$ cat src/rtl/axist_h2h_pkg.sv
// axist_h2h_pkg: shared constants and types for the AXI-ST host-to-host loopback model.
// Holds the CSR map, the LFSR seed/taps, the pattern-mode and FSM encodings, and the link-rate codes.
package axist_h2h_pkg;

  // Link-rate codes used by LEADER_MODE / FOLLOWER_MODE.
  localparam int FULL = 1;
  localparam int HALF = 2;

  // CSR map
  localparam logic [31:0] ADDR_TX_CTRL     = 32'h5000_1000;
  localparam logic [31:0] ADDR_RX_STAT     = 32'h5000_1004;
  localparam logic [31:0] ADDR_LINK_STAT   = 32'h5000_1008;
  localparam logic [31:0] ADDR_DLY_X       = 32'h5000_2000;
  localparam logic [31:0] ADDR_DLY_Y       = 32'h5000_2004;
  localparam logic [31:0] ADDR_DLY_Z       = 32'h5000_2008;
  localparam logic [31:0] ADDR_SRESET      = 32'h5000_3000;
  localparam logic [31:0] ADDR_TX_FIRST_LO = 32'h5000_4000;
  localparam logic [31:0] ADDR_TX_FIRST_HI = 32'h5000_4004;
  localparam logic [31:0] ADDR_TX_LAST_LO  = 32'h5000_4100;
  localparam logic [31:0] ADDR_TX_LAST_HI  = 32'h5000_4104;
  localparam logic [31:0] ADDR_RX_FIRST_LO = 32'h5000_4200;
  localparam logic [31:0] ADDR_RX_FIRST_HI = 32'h5000_4204;
  localparam logic [31:0] ADDR_RX_LAST_LO  = 32'h5000_4300;
  localparam logic [31:0] ADDR_RX_LAST_HI  = 32'h5000_4304;

  // Fibonacci LFSR x^64 + x^63 + x^61 + x^60 + 1: feedback from bits 63, 62, 60, 59.
  localparam logic [63:0] LFSR_SEED = 64'h0123_4567_89AB_CDEF;
  localparam logic [63:0] LFSR_TAPS = 64'hD800_0000_0000_0000;

  // Pattern mode; any encoding other than PAT_INC selects the LFSR.
  typedef enum logic [1:0] {
    PAT_INC  = 2'b00,
    PAT_LFSR = 2'b01
  } pat_mode_e;

  typedef enum logic { GEN_IDLE = 1'b0, GEN_RUN = 1'b1 } gen_state_e;
  typedef enum logic { RD_IDLE  = 1'b0, RD_WAIT = 1'b1 } rd_state_e;

  function automatic logic [63:0] lfsr_next(input logic [63:0] s);
    return {s[62:0], ^(s & LFSR_TAPS)};
  endfunction

endpackage

$ cat src/rtl/axist_h2h_patgen.sv
// axist_h2h_patgen: incrementing / LFSR beat generator. Used both as the leader-side
// traffic source and as the follower-side expected-data reference, so both sides stay
// in lock-step as long as they are seeded and advanced on the same beat boundaries.
module axist_h2h_patgen
  import axist_h2h_pkg::*;
(
  input  logic        clk_phy,
  input  logic        rst_phy_n,
  input  logic        seed,
  input  logic        advance,
  input  logic [1:0]  mode,
  output logic [63:0] data
);

  logic [63:0] lfsr_q;
  logic [7:0]  idx_q;

  // Reseed wins over advance; both sequences step together so the mode can be chosen late.
  always_ff @(posedge clk_phy or negedge rst_phy_n) begin
    if (!rst_phy_n) begin
      lfsr_q <= LFSR_SEED;
      idx_q  <= '0;
    end else if (seed) begin
      lfsr_q <= LFSR_SEED;
      idx_q  <= '0;
    end else if (advance) begin
      lfsr_q <= lfsr_next(lfsr_q);
      idx_q  <= idx_q + 8'd1;
    end
  end

  assign data = (mode == PAT_INC) ? {56'd0, idx_q} : lfsr_q;

endmodule

$ cat config.mk
export PLATFORM = sky130hd
export DESIGN_NAME = axist_h2h_patgen
export DESIGN_NICKNAME = d
export VERILOG_FILES = /design/src/rtl/axist_h2h_pkg.sv /design/src/rtl/axist_h2h_patgen.sv
export SDC_FILE = /design/constraint.sdc
export NUM_CORES = 1
export LEC_CHECK = 0
export BUFFER_PORTS_ARGS = -buffer_cell sky130_fd_sc_hd__buf_2
export CAP_MARGIN = 20
export CORE_UTILIZATION = 30
export CTS_CLUSTER_DIAMETER = 200
export DETAILED_ROUTE_END_ITERATION = 16
export PLACE_DENSITY = 0.59
export SKIP_CTS_REPAIR_TIMING = 1
export SLEW_MARGIN = 25
export SYNTH_ARGS = -nofsm -noshare
export SYNTH_HDL_FRONTEND = slang
export SYNTH_SLANG_ARGS = --single-unit
$ cat constraint.sdc
create_clock -name clk_phy -period 3.5 [get_ports clk_phy]
set_input_delay 1.05 -clock clk_phy [delete_from_list [all_inputs] [get_ports clk_phy]]
set_output_delay 1.05 -clock clk_phy [all_outputs]
set_load 0.005 [all_outputs]
Word level (Yosys, flattened, before mapping)
Index checks and enable logic that the tools add are counted.
{ "totals": {"regBits": 72, "in_bits": 6, "out_inout_bits": 64, "elab_cells": 11} }
{ "classes": {"n_addsub": 1, "mux": 5, "reduce_logical": 3} }
{ "ops": {"columns": ["cell", "count"], "rows": [
  ["$mux W64", 3],
  ["$reduce_xor A64 Y1", 1],
  ["$mux W8", 2],
  ["$add A8 B1 Y8 const B", 1],
  ["$logic_not A2 Y1", 1],
  ["$reduce_bool A2 Y1", 1]
]} }

Longest topological paths before layout
{ "depth": {"depth_word": 3, "mapped_depth": 5, "depth_no_buf": 4} }

Worst setup path after synthesis
OpenSTA, ideal clock, no wires.
{ "synth_path": {"kind": "input port to output port", "start": "input mode[1]", "end": "output data[4]", "t_arrival_ns": 1.868, "path_slack_ns": 0.582, "path_stages": 3, "path_cell_list": "nor2_2 > buf_4 > mux2_2"} }
{ "synth_between": {"elab_chain_cells": 2} }
{ "synth_lines": {"columns": ["item", "line", "rtl"], "rows": [
  ["start: declaration", "axist_h2h_patgen.sv:11", "input logic [1:0] mode,"],
  ["$logic_not A2 Y1", "axist_h2h_patgen.sv:32", "assign data = (mode == PAT_INC) ? {56'd0, idx_q} : lfsr_q;"],
  ["$mux W64", "axist_h2h_patgen.sv:32", null],
  ["end: declaration", "axist_h2h_patgen.sv:12", "output logic [63:0] data"]
]} }
Every way passes these cells.

Worst setup path after layout
{ "layout_path": {"start": "input mode[1]", "end": "output data[42]"} }
The elaborated chain is that of the path after synthesis.

==> run metrics <==
actual slew at the worst max-slew pin 0.9017 ns; RSZ-0062 raised after global routing false; vias in the first global route 2379; sw frac 22.03%; first-pass GRT wire length 11820 um; pwr/cell area 515.0 mW/mm^2; routability cong. 0.6673; Nets 388; area leader, netlist dfrtp_1; setup TNS 0 ns; Peak Freq 316.6 MHz; Arr. time, crit path 2.11 ns; Iter 0 DRT Violations 93; NetSw 0.0004857 W; CTS buffer count 9; clock network power share 47.3%; Critical Path RT 2.45 ns; syn_area_per_cell 10.93 um^2; status complete, no violations; clock-pin slew on the worst setup and hold paths 0.05 ns; crit path kind in2out; initial antenna violation count 0; Leakage 2.072 nW; num rows 38; Die Wd 109.6 um; share of the synthesized area in the top cell type 28.81%; die height 109.6 um; Tmin final 3.159 ns; final max-slew violation count 0; synth-to-layout area growth 23.23%; clk sink count 72; internal power 0.001719 W; worst vdd ir 235.7 uV; fraction of layout cells with a size suffix above 1 34.20%; Mapped Area 0.003475 mm^2; skew final 0.007513 ns; crit path max fanout 31; Clock Tree Root clkbuf_16; Setup crit start mode[1]; CTS tree built; DRC Markers 0; worst min path class reg2reg; FF-to-FF Start idx_q[2]; core box area 0.01108 mm^2; Yosys reg bits 72; Comb power frac 10.6%; synth warn 0; PortBufs 69; Rel. slew slack 39.89%; Netlist cell types 23; # setup viols final 0; CP startpoint kind input pin; total gr overflow 0; antenna-violating nets left 0; top post-synthesis cells by area dfrtp_1, dfstp_2, mux2i_1; sequential-to-total area share from yosys stat 53.01%; IO Pins 70; CP Capture Type output port; clk_lat worst skew 0.32 ns; WL final 7014 um; Initial Utilization 31.36%; # diodes 0; syn nets 325; crit share post-route 90.25%; DR vias/cell 4.553; largest net degree at the start of global routing 73; H-tree levels 3; Final HPWL DP 4620 um; Seq pwr share 42.1%; Worst Min Path Start lfsr_q[22]; GRT Overall Usage 12.94%; largest buffer count on any clock path 2; Post-Synthesis Cells 318; average routed wire per standard cell 13.33 um; Hold Fails Final Rpt 0; Fin Hold WS 0.5275 ns; maxcap violations 0; vias post-DR 2395; die area 0.01202 mm^2; First-pass DRT Iterations 4
==> layer usage <==
metal	vias to the layer above	part of all wire, %	GRT usage, %
li1	1168	-	-
met1	1175	46	16.72
met2	45	49	21.07
met3	7	3.9	3.497
met4	0	1.0	4.000
met5	-	0	0
==> critical path: stages <==
cell,delay (ns)
buf_2,0.11
nor2_4,0.33
buf_4,0.37
nor2b_1,0.08
buf_2,0.14
==> synthesized netlist by cell type, drive strengths merged <==
master / instances
xnor2: 4
ha: 1
nand3: 2
nor2: 38
o21ai: 3
mux2i: 64
mux2: 8
nand2: 33
dfstp: 32
clkbuf: 8
nand4: 2
nor3: 1
a21oi: 3
nor2b: 56
a31oi: 1
buf: 14
xor2: 3
o2111ai: 1
or3: 3
inv: 1
dfrtp: 40
==> cell type report <==
| cell class | instances | area, um^2 |
|---|---|---|
| multi-input combinational | 223 | 1526 |
| inverter | 1 | 3.754 |
| clock inverter | 5 | 103.9 |
| fill | 1165 | 6797 |
| timing repair buffer | 74 | 387.9 |
| sequential | 72 | 1842 |
| tap | 140 | 175.2 |
| clock buffer | 11 | 242.7 |
==> power groups by stage <==
| stage | combinational (W) | sequential (W) | clock (W) |
|---|---|---|---|
| 6_report | 0.000233 | 0.000928 | 0.00104 |
| 5_1_grt | 0.000267 | 0.000936 | 0.00111 |
| 4_1_cts | 0.000242 | 0.000929 | 0.00107 |
| 3_5_place_dp | 0.000241 | 0.000942 | 0 |
| 3_3_place_gp | 0.000236 | 0.000941 | 0 |
| 2_1_floorplan | 0.000153 | 0.000929 | 0 |
==> path summary, 6_finish.rpt <==
| kind | depth (start not counted) | slack, ns | end |
|---|---|---|---|
| worst max-delay path | 5 | 0.34 | data[42] |
| worst min-delay path | 2 | 0.53 | lfsr_q[23] |
| worst max register to register | 3 | 2.26 | idx_q[7] |
| worst min register to register | 2 | 0.53 | lfsr_q[23] |
| max in group asynchronous | 1 | 2.04 | lfsr_q[60] |
| min in group asynchronous | 1 | 0.85 | idx_q[7] |
==> registers in the layout, indices dropped and copies added, names as in the netlist <==
signal,count
idx_q,8
lfsr_q,64
==> stage by stage <==
stage | worst slack [ns] | instance area, um^2 | total power (W) | util, % | std cells
final | 0.3414 | 4282 | 0.002205 | 38.65 | 526
after global routing | 0.2124 | 4282 | 0.002314 | 38.65 | 526
after CTS | 0.3212 | 4282 | 0.002244 | 38.65 | 526
after detailed placement | 0.3240 | 3935 | 0.001183 | 35.52 | 510
after global placement | 0.3518 | 3935 | 0.001178 | 35.52 | 510
after floorplan | 0.5823 | 3475 | 0.001082 | - | 318
==> cell usage in the layout (no fill, tap or decap), drive strengths merged <==
cell,count
clkbuf,11
dfrtp,40
a21oi,3
o2111ai,1
xor2,3
nand2,33
bufinv,3
mux2i,64
nor2,38
dfstp,32
ha,1
or3,3
nor2b,56
o21ai,3
nand4,2
nand3,2
nor3,1
inv,1
xnor2,4
a31oi,1
buf,74
mux2,8
clkinv,2
==> cell families after synthesis <==
kind of cell               Yosys count  share of synthesized area [%]
adders and majority gates            1                         0.3600
buffers and inverters               23                          3.205
muxes                               72                          21.03
xor gates and xnor gates             7                          1.765
DFF                                 72                          53.01
AOI/OAI and AO/OA                    8                          1.476
and+or+nand+nor                    135                          19.16
Note: power is estimated with default switching activity, not from simulation.
